**config.mk**
```make
export PLATFORM = sky130hd
export DESIGN_NAME = nibble_adder_bist
export DESIGN_NICKNAME = d
export VERILOG_FILES = /design/src/rtl/nibble_adder_bist.sv
export SDC_FILE = /design/constraint.sdc
export NUM_CORES = 1
export LEC_CHECK = 0
export ABC_AREA = 1
export BUFFER_PORTS_ARGS = -buffer_cell sky130_fd_sc_hd__buf_2
export CAP_MARGIN = 20
export CORE_MARGIN = 3
export CORE_UTILIZATION = 63
export CTS_BUF_LIST = sky130_fd_sc_hd__clkbuf_8
export DETAILED_ROUTE_END_ITERATION = 16
export GPL_ROUTABILITY_DRIVEN = 0
export PLACE_DENSITY = 0.91
export SYNTH_ARGS = -nofsm -noshare
export SYNTH_HDL_FRONTEND = slang
export SYNTH_SLANG_ARGS = --single-unit
```
**constraint.sdc**
```tcl
create_clock -name clk -period 7 [get_ports clk]
set_clock_uncertainty 0.15 [all_clocks]
set_input_delay 0.35 -clock clk [delete_from_list [all_inputs] [get_ports clk]]
set_output_delay 0.35 -clock clk [all_outputs]
set_load 0.02 [all_outputs]
```
**src/rtl/nibble_adder_bist.sv**
```systemverilog
// nibble_adder_bist
// Self-test sequencer for a registered nibble adder. Walks every {a,b}
// operand pair onto the adder input, waits out the adder latency, then
// compares the adder result against (a+b) mod 16 with a zero upper nibble.
// Keeps a saturating mismatch count and the index of the first mismatch.

module nibble_adder_bist #(
    parameter int LATENCY = 1,
    parameter int ERR_W   = 8
) (
    input  logic             clk,
    input  logic             reset,
    input  logic             start,
    output logic [7:0]       op_out,
    input  logic [7:0]       sum_in,
    output logic             busy,
    output logic             done,
    output logic             pass,
    output logic [ERR_W-1:0] err_count,
    output logic [7:0]       first_fail
);

    typedef enum logic [2:0] {
        IDLE  = 3'd0,
        DRIVE = 3'd1,
        WAIT  = 3'd2,
        CHECK = 3'd3,
        DONE  = 3'd4
    } state_t;

    localparam logic [3:0]       CTR_LAST = 4'(LATENCY - 1);
    localparam logic [ERR_W-1:0] ERR_MAX  = '1;

    state_t     state;
    state_t     state_nxt;
    logic [7:0] idx;
    logic [3:0] ctr;
    logic       accept;
    logic       mismatch;

    // Reference result for a vector: low nibble is the 4-bit wrapped sum,
    // high nibble must always read back as zero.
    function automatic logic [7:0] expected_sum(input logic [7:0] v);
        logic [3:0] s;
        s = v[7:4] + v[3:0];
        return {4'b0000, s};
    endfunction

    // Error counter increment that sticks at all-ones.
    function automatic logic [ERR_W-1:0] sat_inc(input logic [ERR_W-1:0] c);
        return (c == ERR_MAX) ? c : c + 1'b1;
    endfunction

    // A start is only honoured when no run is in flight.
    assign accept   = start && ((state == IDLE) || (state == DONE));
    // sum_in is only looked at in CHECK so an undriven bus elsewhere is harmless.
    assign mismatch = (state == CHECK) && (sum_in != expected_sum(idx));
    assign pass     = done && (err_count == '0);

    // State register.
    always_ff @(posedge clk or posedge reset) begin
        if (reset) begin
            state <= IDLE;
        end else begin
            state <= state_nxt;
        end
    end

    // Next-state decode: one DRIVE, LATENCY WAITs, one CHECK per vector.
    always_comb begin
        state_nxt = state;
        case (state)
            IDLE,
            DONE:    if (start) state_nxt = DRIVE;
            DRIVE:   state_nxt = WAIT;
            WAIT:    if (ctr == CTR_LAST) state_nxt = CHECK;
            CHECK:   state_nxt = (idx == 8'hFF) ? DONE : DRIVE;
            default: state_nxt = IDLE;
        endcase
    end

    // Vector index, operand drive, latency counter and result bookkeeping.
    always_ff @(posedge clk or posedge reset) begin
        if (reset) begin
            idx        <= 8'h00;
            ctr        <= 4'd0;
            op_out     <= 8'h00;
            busy       <= 1'b0;
            done       <= 1'b0;
            err_count  <= '0;
            first_fail <= 8'h00;
        end else begin
            if (accept) begin
                idx        <= 8'h00;
                err_count  <= '0;
                first_fail <= 8'h00;
                done       <= 1'b0;
                busy       <= 1'b1;
            end

            if (state == DRIVE) begin
                op_out <= idx;
                ctr    <= 4'd0;
            end

            if (state == WAIT) begin
                ctr <= ctr + 4'd1;
            end

            if (state == CHECK) begin
                if (mismatch) begin
                    if (err_count == '0) first_fail <= idx;
                    err_count <= sat_inc(err_count);
                end
                if (idx == 8'hFF) begin
                    busy <= 1'b0;
                    done <= 1'b1;
                end else begin
                    idx <= idx + 8'd1;
                end
            end
        end
    end

endmodule

```
==> insert_results.sql, run 1 <==
INSERT INTO impl_metrics (metric_group, metric, value, unit) VALUES
('outcome', 'status', 'complete, no violations', ''),
('cells_and_area', 'layout.nets', '342', ''),
('synth', 'netlist-cell-type-count', '35', ''),
('cells_and_area', 'final_cells', '369', ''),
('worst_setup_path', 'worstReg2RegStart', 'idx[0]', ''),
('floorplanning', 'start_util', '0.6696', ''),
('sta', 'slew-limit-headroom', '0.6490', ''),
('floorplanning', 'pin_count', '38', ''),
('global_routing', 'global_route.overflow_total', '0', ''),
('worst_setup_path', 'worstSetupPathDepth', '14', ''),
('worst_setup_path', 'critPathRequiredTime', '7.08', 'ns'),
('synth', 'ys_dominant_reg_cell', 'sky130_fd_sc_hd__dfrtp_1', ''),
('power', 'power.combinational.fraction', '0.407', ''),
('global_routing', 'initial_antenna_violation_count', '0', ''),
('job', 'drv.max_cap_violation_count', '0', ''),
('cts', 'cts.reportedPaths.clkPinSlew', '0.08', 'ns'),
('sta', 'timing.final.ws_setup', '4.485', 'ns'),
('cts', 'cts_hold_buf', '0', ''),
('power', 'power.static_leakage', '1.426', 'nW'),
('worst_setup_path', 'timing_worst_setup_path_type', 'reg -> reg', ''),
('placement', 'dpl.cell_count', '361', ''),
('floorplanning', 'chipHeight', '66.26', 'µm'),
('power', 'power.share.clock', '0.234', ''),
('worst_setup_path', 'timing.critical_path.to_type', 'flip-flop', ''),
('sta', 'post-route-period-util', '0.3593', ''),
('worst_setup_path', 'regToRegSetupSlack', '4.48', 'ns'),
('global_routing', 'maximum_number_of_pins_on_one_net_before_global_route_repair', '42', ''),
('synth', 'yosys_warnings', '0', ''),
('worst_setup_path', 'critical_path.slowest_cell', 'sky130_fd_sc_hd__dfrtp_1', ''),
('cts', 'cts_tree', 'yes', ''),
('power', 'p_sw', '0.4115', 'mW'),
('power', 'vdd_ir_drop_max', '199.8', 'µV'),
('global_routing', 'global_route_wire_length_before_repair', '8776', 'µm'),
('worst_setup_path', 'worst_r2r_endpoint', 'err_count[0]', ''),
('power', 'share_of_power_burned_in_registers', '0.359', ''),
('cts', 'number_of_levels_in_the_clock_h_tree', '2', ''),
('worst_setup_path', 'critical_path.most_common_cell', 'sky130_fd_sc_hd__nand2_1', ''),
('cells_and_area', 'antennaDiodeCount', '0', ''),
('drt', 'first_iter_violations', '143', ''),
('worst_setup_path', 'critical_path.startpoint', 'idx[0]', ''),
('power', 'total_power', '0.9636', 'mW'),
('cells_and_area', 'post_route_utilization', '0.7703', ''),
('drt', 'vias', '2022', ''),
('sta', 'unrepaired_setup_endpoints_after_global_routing', 'no', ''),
('cells_and_area', 'multiInputGateArea', '1065', 'µm²'),
('cells_and_area', 'syn2layout_area_growth', '15.04', '%'),
('floorplanning', 'die_area', '4390', 'µm²'),
('synth', 'synthesis.area_per_instance', '8.139', 'µm²'),
('cts', 'ctsResizeCount', '0', ''),
('floorplanning', 'core_region_area', '3416', 'µm²'),
('worst_setup_path', 'cp.arrival', '2.60', 'ns'),
('synth', 'syn-instance-count', '281', ''),
('cells_and_area', 'layout.cells.most_common_list', 'sky130_fd_sc_hd__nand2_1 (83), sky130_fd_sc_hd__dfrtp_1 (41), sky130_fd_sc_hd__inv_1 (38)', ''),
('sta', 'hold_violations', '0', ''),
('worst_setup_path', 'critical_path.max_stage_delay', '0.46', 'ns'),
('synth', 'number_of_enable_type_register_cells_in_the_synthesized_netlist', '0', ''),
('floorplanning', 'fp-row-count', '21', ''),
('cells_and_area', 'drive_gt1_frac', '0.2229', ''),
('cts', 'number_of_buffers_inserted_by_post_cts_setup_repair', '0', ''),
('drt', 'ant_nets', '0', ''),
('worst_setup_path', 'path_buf_inv', '2', ''),
('sta', 'min_tclk_post_route', '2.515', 'ns'),
('worst_setup_path', 'critical-path-top-delay-family', 'simple AND/OR/NAND/NOR gates', ''),
('cells_and_area', 'mostFrequentLayoutCell', 'sky130_fd_sc_hd__nand2_1', ''),
('cts', 'clk_path_buf_depth', '2', ''),
('synth', 'synthesis.area', '2287', 'µm²'),
('drt', 'avgRoutedWirePerCell', '13.77', 'µm'),
('cts', 'cts_sinks', '41', ''),
('worst_setup_path', 'timing.critical_path.fanout_max', '7', ''),
('cells_and_area', 'layout.area.seq', '1026', 'µm²'),
('sta', 'hold_slack', '0.01661', 'ns');
-- routing by layer --
layer	vias up	global-route usage	part of all wire
li1	973	-	-
met1	933	0.3477	0.40
met2	95	0.4374	0.49
met3	21	0.05102	0.068
met4	0	0.1041	0.036
met5	-	0	0
-- kinds of logic after synthesis --
group | Yosys count | share of synthesized area
adder cells (fa/ha/maj) | 9 | 0.05252
AND/OR/NAND/NOR | 136 | 0.2697
flip-flops | 41 | 0.4486
AO/OA/AOI/OAI | 42 | 0.1127
buffers and inverters | 45 | 0.08589
XOR/XNOR | 8 | 0.03064
-- how the worst min path moves through the flow --
stage | endpoint | slack [ns] | from
2_1_floorplan | ctr[3] | 0.29 | ctr[3]
3_3_place_gp | op_out[5] | 0.31 | op_out[5]
3_5_place_dp | op_out[0] | 0.32 | op_out[0]
4_1_cts | state[0] | 0.04 | reset
5_1_grt | done | 0.07 | reset
6_report | state[0] | 0.02 | reset
-- power by group through the flow --
stage                     sequential [mW]  clock [mW]  combinational (mW)
final                               0.346       0.225               0.392
after global routing                0.355       0.239               0.441
after CTS                           0.345       0.224               0.390
after detailed placement            0.348           0               0.380
after global placement              0.347           0               0.367
after floorplan                     0.370           0               0.274
-- synth_stat cells (2+ instances only) --
| library cell | instances | area (µm²) |
|---|---|---|
| sky130_fd_sc_hd__nand2_2 | 8 | 50.05 |
| sky130_fd_sc_hd__inv_1 | 38 | 142.6 |
| sky130_fd_sc_hd__inv_2 | 2 | 7.510 |
| sky130_fd_sc_hd__nor2_4 | 2 | 22.52 |
| sky130_fd_sc_hd__o21ai_2 | 8 | 70.07 |
| sky130_fd_sc_hd__o22ai_1 | 3 | 18.77 |
| sky130_fd_sc_hd__nand3_1 | 18 | 90.09 |
| sky130_fd_sc_hd__dfrtp_1 | 41 | 1026 |
| sky130_fd_sc_hd__nand2_1 | 83 | 311.6 |
| sky130_fd_sc_hd__o21ai_1 | 2 | 10.01 |
| sky130_fd_sc_hd__a31oi_1 | 4 | 25.02 |
| sky130_fd_sc_hd__xnor2_1 | 2 | 17.52 |
| sky130_fd_sc_hd__xor2_1 | 6 | 52.55 |
| sky130_fd_sc_hd__a21oi_1 | 2 | 10.01 |
| sky130_fd_sc_hd__o21ai_0 | 20 | 100.1 |
| sky130_fd_sc_hd__nor3_1 | 2 | 10.01 |
| sky130_fd_sc_hd__nor2_1 | 14 | 52.55 |
| sky130_fd_sc_hd__nor4_1 | 2 | 12.51 |
| sky130_fd_sc_hd__ha_1 | 8 | 100.1 |
-- cell type report --
class / count / area share
clock buffer: 5 / 0.02615
multi-input combinational: 195 / 0.4047
sequential: 41 / 0.3899
inverter: 41 / 0.05944
timing repair buffer: 38 / 0.07323
tap: 46 / 0.02187
clock inverter: 3 / 0.02473
-- registers in the layout, summed over array words and instances (netlist names) --
| register | count |
|---|---|
| idx | 8 |
| done | 1 |
| op_out | 8 |
| first_fail | 8 |
| err_count | 8 |
| state | 3 |
| ctr | 4 |
| busy | 1 |
-- tightest hold or removal path: stages --
cell and delay [ns]:
sky130_fd_sc_hd__buf_2 0.09, sky130_fd_sc_hd__inv_1 0.04, sky130_fd_sc_hd__buf_4 0.42
(Power assumes the default switching activity.)
==> run 2, diff against run 1 <==
- CORE_UTILIZATION: 63 -> 52
- PLACE_DENSITY: 0.91 -> 0.8
- clock period: 7 -> 2.05 ns (I/O delays scaled with it)
==> run 2 against run 1 <==
  * The run now ends with setup timing left
  * First-iteration DRC count increased by 23%
  * Non-clock buffer count increased by 12
  * Clock power increased to 2.6 times the previous value
  * Power increased to 3.4 times the previous value
  * Via count decreased by 0.30%
  * Register-to-register slack got worse by 4.6 ns
  * Clock-buffer cell count increased by 2
  * Setup slack got worse by 4.6 ns
  * Sequential power increased to 3.3 times the previous value
  * Maximum frequency increased by 15%
  * Routed wire length decreased by 1.3%
==> insert_results.sql, run 2 (same netlist as run 1, synthesis figures left out) <==
INSERT INTO impl_metrics (metric_group, metric, value, unit) VALUES
('global_routing', 'initial_antenna_violation_count', '0', ''),
('worst_setup_path', 'worstSetupStartpointType', 'flip-flop', ''),
('cts', 'number_of_levels_in_the_clock_h_tree', '2', ''),
('worst_setup_path', 'regToRegSetupSlack', '-0.15', 'ns'),
('cells_and_area', 'layout.cells.most_common_list', 'sky130_fd_sc_hd__nand2_1 (82), sky130_fd_sc_hd__dfrtp_1 (41), sky130_fd_sc_hd__buf_2 (37)', ''),
('worst_setup_path', 'cp.arrival', '2.22', 'ns'),
('placement', 'post_place_worst_slack', '-0.1551', 'ns'),
('sta', 'setup_viol', '16', ''),
('global_routing', 'global_route.overflow_total', '0', ''),
('sta', 'min_tclk_post_route', '2.197', 'ns'),
('drt', 'wl_met1', '2187', 'µm'),
('floorplanning', 'pin_count', '38', ''),
('power', 'power.static_leakage', '1.477', 'nW'),
('cells_and_area', 'mostFrequentLayoutCell', 'sky130_fd_sc_hd__nand2_1', ''),
('cells_and_area', 'final_cells', '386', ''),
('drt', 'detail_route.wirelength', '5014', 'µm'),
('min_path', 'timing.hold.worst.class', 'in -> reg', ''),
('floorplanning', 'fp-row-count', '23', ''),
('floorplanning', 'chip_width', '72.32', 'µm'),
('sta', 'hold_violations', '0', ''),
('placement', 'placement.io_buffers', '37', ''),
('job', 'drv.max_cap_violation_count', '0', ''),
('worst_setup_path', 'worst_r2r_endpoint', 'first_fail[5]', ''),
('sta', 'slew_violations', '0', ''),
('worst_setup_path', 'critPathRequiredTime', '2.08', 'ns'),
('sta', 'unrepaired_setup_endpoints_after_global_routing', 'yes', ''),
('sta', 'timing.final.ws_setup', '-0.1466', 'ns'),
('outcome', 'status', 'finished, violations left', ''),
('power', 'vdd_ir_drop_max', '597.7', 'µV'),
('drt', 'ant_nets', '0', ''),
('drt', 'vias', '2016', ''),
('outcome', 'violated_checks', 'setup timing', ''),
('drt', 'avgViaCountPerCell', '5.223', ''),
('drt', 'highest_routing_layer_actually_used', 'met4', ''),
('worst_setup_path', 'timing.critical_path.to_type', 'flip-flop', ''),
('sta', 'fmax', '455.3', 'MHz'),
('global_routing', 'global_route_wire_length_before_repair', '8728', 'µm'),
('drt', 'first_iter_violations', '176', ''),
('global_routing', 'via_count_of_the_first_global_routing_pass', '1953', ''),
('worst_setup_path', 'timing.critical_path.fanout_max', '8', ''),
('worst_setup_path', 'timing_worst_setup_path_type', 'reg -> reg', ''),
('sta', 'slew-limit-headroom', '0.6559', ''),
('sta', 'worst-slew-pin-transition', '0.5161', 'ns'),
('min_path', 'worstHoldEndpoint', 'state[2]', ''),
('drt', 'avgRoutedWirePerCell', '12.99', 'µm'),
('min_path', 'min-delay-start', 'start', ''),
('floorplanning', 'chipHeight', '72.32', 'µm'),
('cts', 'cts_buffer_count', '5', ''),
('worst_setup_path', 'worstReg2RegStart', 'idx[0]', ''),
('cells_and_area', 'drive_gt1_frac', '0.2708', ''),
('drt', '1st_pass_router_iterations', '5', ''),
('cts', 'cts.reportedPaths.clkPinSlew', '0.08', 'ns'),
('drt', 'met2WireLength', '2425', 'µm'),
('global_routing', 'globalRouteTotalUtil', '0.2096', ''),
('drt', 'met3RoutedLength', '333', 'µm'),
('worst_setup_path', 'r2r_cells', '12', ''),
('drt', 'post-route-drc-count', '0', ''),
('cts', 'clock-root-buffer', 'sky130_fd_sc_hd__clkbuf_8', ''),
('sta', 'post-route-period-util', '1.071', ''),
('placement', 'estimated_wirelength_of_the_detail_placed_design', '3761', 'µm'),
('min_path', 'holdPathStages', '4', ''),
('cts', 'cts_sinks', '41', ''),
('floorplanning', 'die_area', '5230', 'µm²'),
('global_routing', 'maximum_number_of_pins_on_one_net_before_global_route_repair', '42', ''),
('power', 'power-per-cell-area', '1181', 'nW/µm²'),
('cts', 'cts_tree', 'yes', ''),
('floorplanning', 'start_util', '0.5558', ''),
('cells_and_area', 'layout.nets', '355', ''),
('cells_and_area', 'syn2layout_area_growth', '19.91', '%'),
('floorplanning', 'core_region_area', '4115', 'µm²'),
('cells_and_area', 'antennaDiodeCount', '0', ''),
('cts', 'clk-insertion-delay-late', '0.29', 'ns'),
('placement', 'dpl.cell_count', '376', ''),
('cts', 'clk_path_buf_depth', '2', '');
[run 2: cell types whose count changed in the layout (fill, tap and decap cells not counted), sizes merged]
cell	before	now
dlygate4sd3	0	1
buf	38	49
clkbuf	5	7
nor2	18	19
bufinv	2	0
[run 2: repair_timing]
action | in CTS | in global routing
gates resized for setup | 7 | 6
pin swaps | 0 | 3
cloned | 0 | 1
hold buffers | 1 | 0
hold endpoints to repair | 41 | 0
setup endpoints to repair | 16 | 16
buffers inserted | 0 | 1
[run 2: worst max-delay path by stage]
stage / from / endpoint / cells after the start
after floorplan: idx[0] / first_fail[6] / 13
after global placement: idx[0] / err_count[1] / 14
after detailed placement: idx[0] / err_count[3] / 14
after CTS: idx[0] / first_fail[1] / 13
after global routing: idx[0] / err_count[7] / 13
final: idx[0] / first_fail[5] / 12
[run 2: metal layers]
| layer | track usage | vias to the layer above |
|---|---|---|
| li1 | - | 1004 |
| met1 | 0.2772 | 941 |
| met2 | 0.3407 | 63 |
| met3 | 0.04294 | 8 |
| met4 | 0.07516 | 0 |
| met5 | 0 | - |
[run 2: power breakdown]
| part | switching [mW] | internal (mW) | total [mW] |
|---|---|---|---|
| registers | 0.139 | 0.995 | 1.13 |
| clock network | 0.272 | 0.304 | 0.576 |
| logic | 1.03 | 0.501 | 1.53 |
| total | 1.44 | 1.80 | 3.24 |
[run 2: cell type report]
cell class | instances | area [µm²]
clock buffers | 7 | 96.34
repair buffers | 50 | 285.3
flip-flops and latches | 41 | 1026
fillers | 345 | 1373
clock inverters | 1 | 5.005
multi-input cells | 196 | 1111
well taps | 50 | 62.56
inverters | 41 | 156.4
[run 2: critical path, stage by stage (launching register included)]
cell,delay [ns]
sky130_fd_sc_hd__dfrtp_1,0.36
sky130_fd_sc_hd__ha_2,0.20
sky130_fd_sc_hd__inv_2,0.04
sky130_fd_sc_hd__fa_1,0.50
sky130_fd_sc_hd__nand2_1,0.05
sky130_fd_sc_hd__inv_1,0.05
sky130_fd_sc_hd__nor2_1,0.04
sky130_fd_sc_hd__nand3_1,0.07
sky130_fd_sc_hd__nor2_1,0.05
sky130_fd_sc_hd__nand2_2,0.11
sky130_fd_sc_hd__nand2_8,0.11
sky130_fd_sc_hd__nor2_4,0.27
sky130_fd_sc_hd__o21ai_2,0.08
[run 2: metrics by stage]
stage	area, µm²	util	setup TNS, ns	total power [mW]	hold slack, ns
6_report	2743	0.6665	-2.099	3.240	0.01927
3_5_place_dp	2587	0.6288	-1.927	2.569	0.1107
2_1_floorplan	2290	-	-1.254	2.201	0.1830
4_1_cts	2705	0.6573	-2.141	3.173	0.003709
3_3_place_gp	2587	0.6288	-0.6109	2.525	0.1080
5_1_grt	2743	0.6665	-4.757	3.510	0.02516
==> run 3, diff against run 2 <==
- SETUP_SLACK_MARGIN: unset -> 0.4
==> run 3 against run 2 <==
  * The run still ends with setup timing left
  * Design area grew 2.1%
  * Routed wire length grew 1.0%
  * Die area is the same
  * Setup slack is essentially flat
  * Via count grew 0.20%
  * Register-to-register slack is essentially flat
  * Combinational power grew 8%
  * Core utilization grew 1.4 points
  * Sequential power is essentially flat
  * First-iteration DRC count shrank 19%
  * Critical path type unchanged
  * Critical endpoint is now first_fail[0]
  * Largest power group unchanged
==> insert_results.sql, run 3 (same netlist as run 1, synthesis figures left out) <==
INSERT INTO impl_metrics (metric_group, metric, value, unit) VALUES
('outcome', 'status', 'finished, violations left', ''),
('outcome', 'violated_checks', 'setup timing', ''),
('cts', 'cts_sinks', '41', ''),
('floorplanning', 'start_util', '0.5558', ''),
('drt', 'ant_nets', '0', ''),
('power', 'power.static_leakage', '1.504', 'nW'),
('cells_and_area', 'final_cells', '391', ''),
('power', 'power.share.clock', '0.170', ''),
('worst_setup_path', 'critical_path.max_stage_delay', '0.42', 'ns'),
('sta', 'unrepaired_setup_endpoints_after_global_routing', 'yes', ''),
('drt', '1st_pass_router_iterations', '4', ''),
('worst_setup_path', 'cp.arrival', '2.27', 'ns'),
('power', 'sw_frac_of_total', '0.4365', ''),
('worst_setup_path', 'critical_path.most_common_cell', 'sky130_fd_sc_hd__nor2_1', ''),
('sta', 'min_tclk_post_route', '2.196', 'ns'),
('job', 'drv.max_cap_violation_count', '0', ''),
('cts', 'cts.reportedPaths.clkPinSlew', '0.07', 'ns'),
('cells_and_area', 'layout.nets', '360', ''),
('power', 'internal_power', '1.892', 'mW'),
('worst_setup_path', 'critical_path.slowest_cell', 'sky130_fd_sc_hd__fa_1', ''),
('worst_setup_path', 'critPathRequiredTime', '2.12', 'ns'),
('sta', 'post-route-period-util', '1.071', ''),
('cts', 'clk-insertion-delay-late', '0.29', 'ns'),
('worst_setup_path', 'timing.critical_path.fanout_max', '8', ''),
('cells_and_area', 'syn2layout_area_growth', '22.48', '%'),
('cells_and_area', 'drive_gt1_frac', '0.2903', ''),
('worst_setup_path', 'timing_worst_setup_path_type', 'reg -> reg', ''),
('cells_and_area', 'antennaDiodeCount', '0', ''),
('sta', 'timing.final.ws_setup', '-0.1462', 'ns'),
('global_routing', 'via_count_of_the_first_global_routing_pass', '1995', ''),
('cells_and_area', 'mostFrequentLayoutCell', 'sky130_fd_sc_hd__nand2_1', ''),
('cells_and_area', 'multiInputGateArea', '1116', 'µm²'),
('global_routing', 'maximum_number_of_pins_on_one_net_before_global_route_repair', '42', ''),
('power', 'vdd_ir_drop_max', '606.6', 'µV'),
('cts', 'cts_tree', 'yes', ''),
('sta', 'worst-slew-pin-transition', '0.4984', 'ns'),
('global_routing', 'initial_antenna_violation_count', '0', ''),
('sta', 'slew_violations', '0', ''),
('drt', 'detail_route.wirelength', '5065', 'µm'),
('cells_and_area', 'post_route_utilization', '0.6808', ''),
('power', 'power.combinational.fraction', '0.492', ''),
('floorplanning', 'pin_count', '38', ''),
('power', 'p_sw', '1.465', 'mW'),
('floorplanning', 'chipHeight', '72.32', 'µm'),
('sta', 'setup_total_negative_slack', '-2.107', 'ns'),
('cells_and_area', 'nFillCells', '338', ''),
('power', 'power-per-cell-area', '1198', 'nW/µm²'),
('drt', 'vias', '2020', ''),
('floorplanning', 'chip_width', '72.32', 'µm'),
('cts', 'cts_buffer_count', '5', ''),
('cells_and_area', 'layout.cells.most_common_list', 'sky130_fd_sc_hd__nand2_1 (82), sky130_fd_sc_hd__dfrtp_1 (40), sky130_fd_sc_hd__buf_2 (36)', ''),
('sta', 'setup_viol', '16', ''),
('drt', 'first_iter_violations', '142', ''),
('worst_setup_path', 'cp_cell_sequence', 'ha_2 -> inv_2 -> fa_1 -> nand2_1 -> inv_1 -> nor2_1 -> nand3_1 -> nor2_1 -> nand2_2 -> nand2_8 -> nor2_4 -> buf_12 -> o21ai_2', ''),
('power', 'share_of_power_burned_in_registers', '0.338', ''),
('global_routing', 'globalRouteTotalUtil', '0.2131', ''),
('cells_and_area', 'layout.area.seq', '1027', 'µm²'),
('drt', 'post-route-drc-count', '0', ''),
('cts', 'number_of_levels_in_the_clock_h_tree', '2', ''),
('sta', 'hold_violations', '0', ''),
('placement', 'placement.io_buffers', '37', ''),
('worst_setup_path', 'worstSetupStartpointType', 'flip-flop', ''),
('floorplanning', 'core_region_area', '4115', 'µm²'),
('placement', 'dpl.cell_count', '376', ''),
('global_routing', 'global_route.overflow_total', '0', ''),
('drt', 'avgViaCountPerCell', '5.166', ''),
('placement', 'estimated_wirelength_of_the_detail_placed_design', '3761', 'µm'),
('drt', 'avgRoutedWirePerCell', '12.95', 'µm'),
('global_routing', 'global_route_wire_length_before_repair', '8852', 'µm'),
('worst_setup_path', 'timing.critical_path.to_type', 'flip-flop', ''),
('floorplanning', 'fp-row-count', '23', ''),
('cts', 'clk_path_buf_depth', '2', ''),
('sta', 'slew-limit-headroom', '0.6677', ''),
('floorplanning', 'die_area', '5230', 'µm²'),
('sta', 'fmax', '455.3', 'MHz'),
('min_path', 'timing.hold.worst.class', 'in -> reg', ''),
('cts', 'clock-root-buffer', 'sky130_fd_sc_hd__clkbuf_8', '');
==> run 3: changes by cell type in the layout (fill, tap and decap cells not counted) <==
| cell | previous run | this run |
|---|---|---|
| sky130_fd_sc_hd__buf_4 | 12 | 17 |
| sky130_fd_sc_hd__buf_12 | 0 | 1 |
| sky130_fd_sc_hd__buf_2 | 37 | 36 |
| sky130_fd_sc_hd__dfrtp_1 | 41 | 40 |
| sky130_fd_sc_hd__dfrtp_2 | 0 | 1 |
| sky130_fd_sc_hd__inv_1 | 36 | 35 |
| sky130_fd_sc_hd__inv_2 | 4 | 5 |
| sky130_fd_sc_hd__nand3_1 | 17 | 18 |
| sky130_fd_sc_hd__nand3_2 | 1 | 0 |
| sky130_fd_sc_hd__nor4_1 | 2 | 1 |
| sky130_fd_sc_hd__nor4_2 | 0 | 1 |
| sky130_fd_sc_hd__o21ai_0 | 15 | 14 |
| sky130_fd_sc_hd__o21ai_2 | 9 | 10 |
==> run 3: final timing paths <==
check,slack [ns],startpoint,to,cells past startpoint
worst min register to register,0.33,op_out[0],op_out[0],2
worst max register to register,-0.15,idx[0],first_fail[0],13
worst max-delay path,-0.15,idx[0],first_fail[0],13
min in group asynchronous,0.32,reset,state[0],4
max in group asynchronous,1.06,reset,err_count[5],4
worst min-delay path,0.01,start,state[2],4
==> run 3: per-stage QoR <==
stage | worst slack (ns) | area (µm²) | power [mW] | hold WS, ns
2_1_floorplan | -0.1254 | 2290 | 2.201 | 0.1830
3_5_place_dp | -0.1551 | 2587 | 2.569 | 0.1107
4_1_cts | -0.1523 | 2748 | 3.258 | 0.003709
6_report | -0.1462 | 2801 | 3.357 | 0.01310
5_1_grt | -0.3156 | 2801 | 3.638 | 0.02516
3_3_place_gp | -0.05184 | 2587 | 2.525 | 0.1080
==> run 3: worst max-delay path: cells and delay by family, from the launching register on <==
| family | cells | cell delay (ns) |
|---|---|---|
| buffers and inverters | 3 | 0.22 |
| flip-flops | 1 | 0.39 |
| AND/OR/NAND/NOR | 7 | 0.63 |
| adder cells (fa/ha/maj) | 2 | 0.62 |
| AO/OA/AOI/OAI | 1 | 0.10 |
==> run 3: layout make-up <==
cell class	instances	share of cell area
clock buffers	7	0.03439
clock inverters	1	0.001787
inverters	41	0.05583
multi-input cells	196	0.3984
flip-flops and latches	41	0.3667
well taps	50	0.02233
repair buffers	55	0.1206
==> run 3: what timing repair did <==
action                                 in CTS  in global routing
pin swaps                                   2                  5
setup endpoints to repair                  23                 37
gates cloned                                0                  1
hold buffers                                1                  0
endpoints found under the hold margin      41                  0
buffers inserted                            4                  1
gates resized for setup                    11                  7
==> run 3: power groups by stage <==
stage	logic, mW	registers [mW]	clock network, mW
final	1.65	1.13	0.571
after global routing	1.84	1.16	0.633
after CTS	1.53	1.13	0.591
after detailed placement	1.42	1.15	0
after global placement	1.38	1.14	0
after floorplan	0.936	1.27	0
==> run 3: per-layer routing <==
layer,up-vias,track usage,routed length (µm)
met5,-,0,0
met4,0,0.08142,83
met3,10,0.04571,309
met2,64,0.3478,2441
met1,934,0.2772,2231
li1,1012,-,-
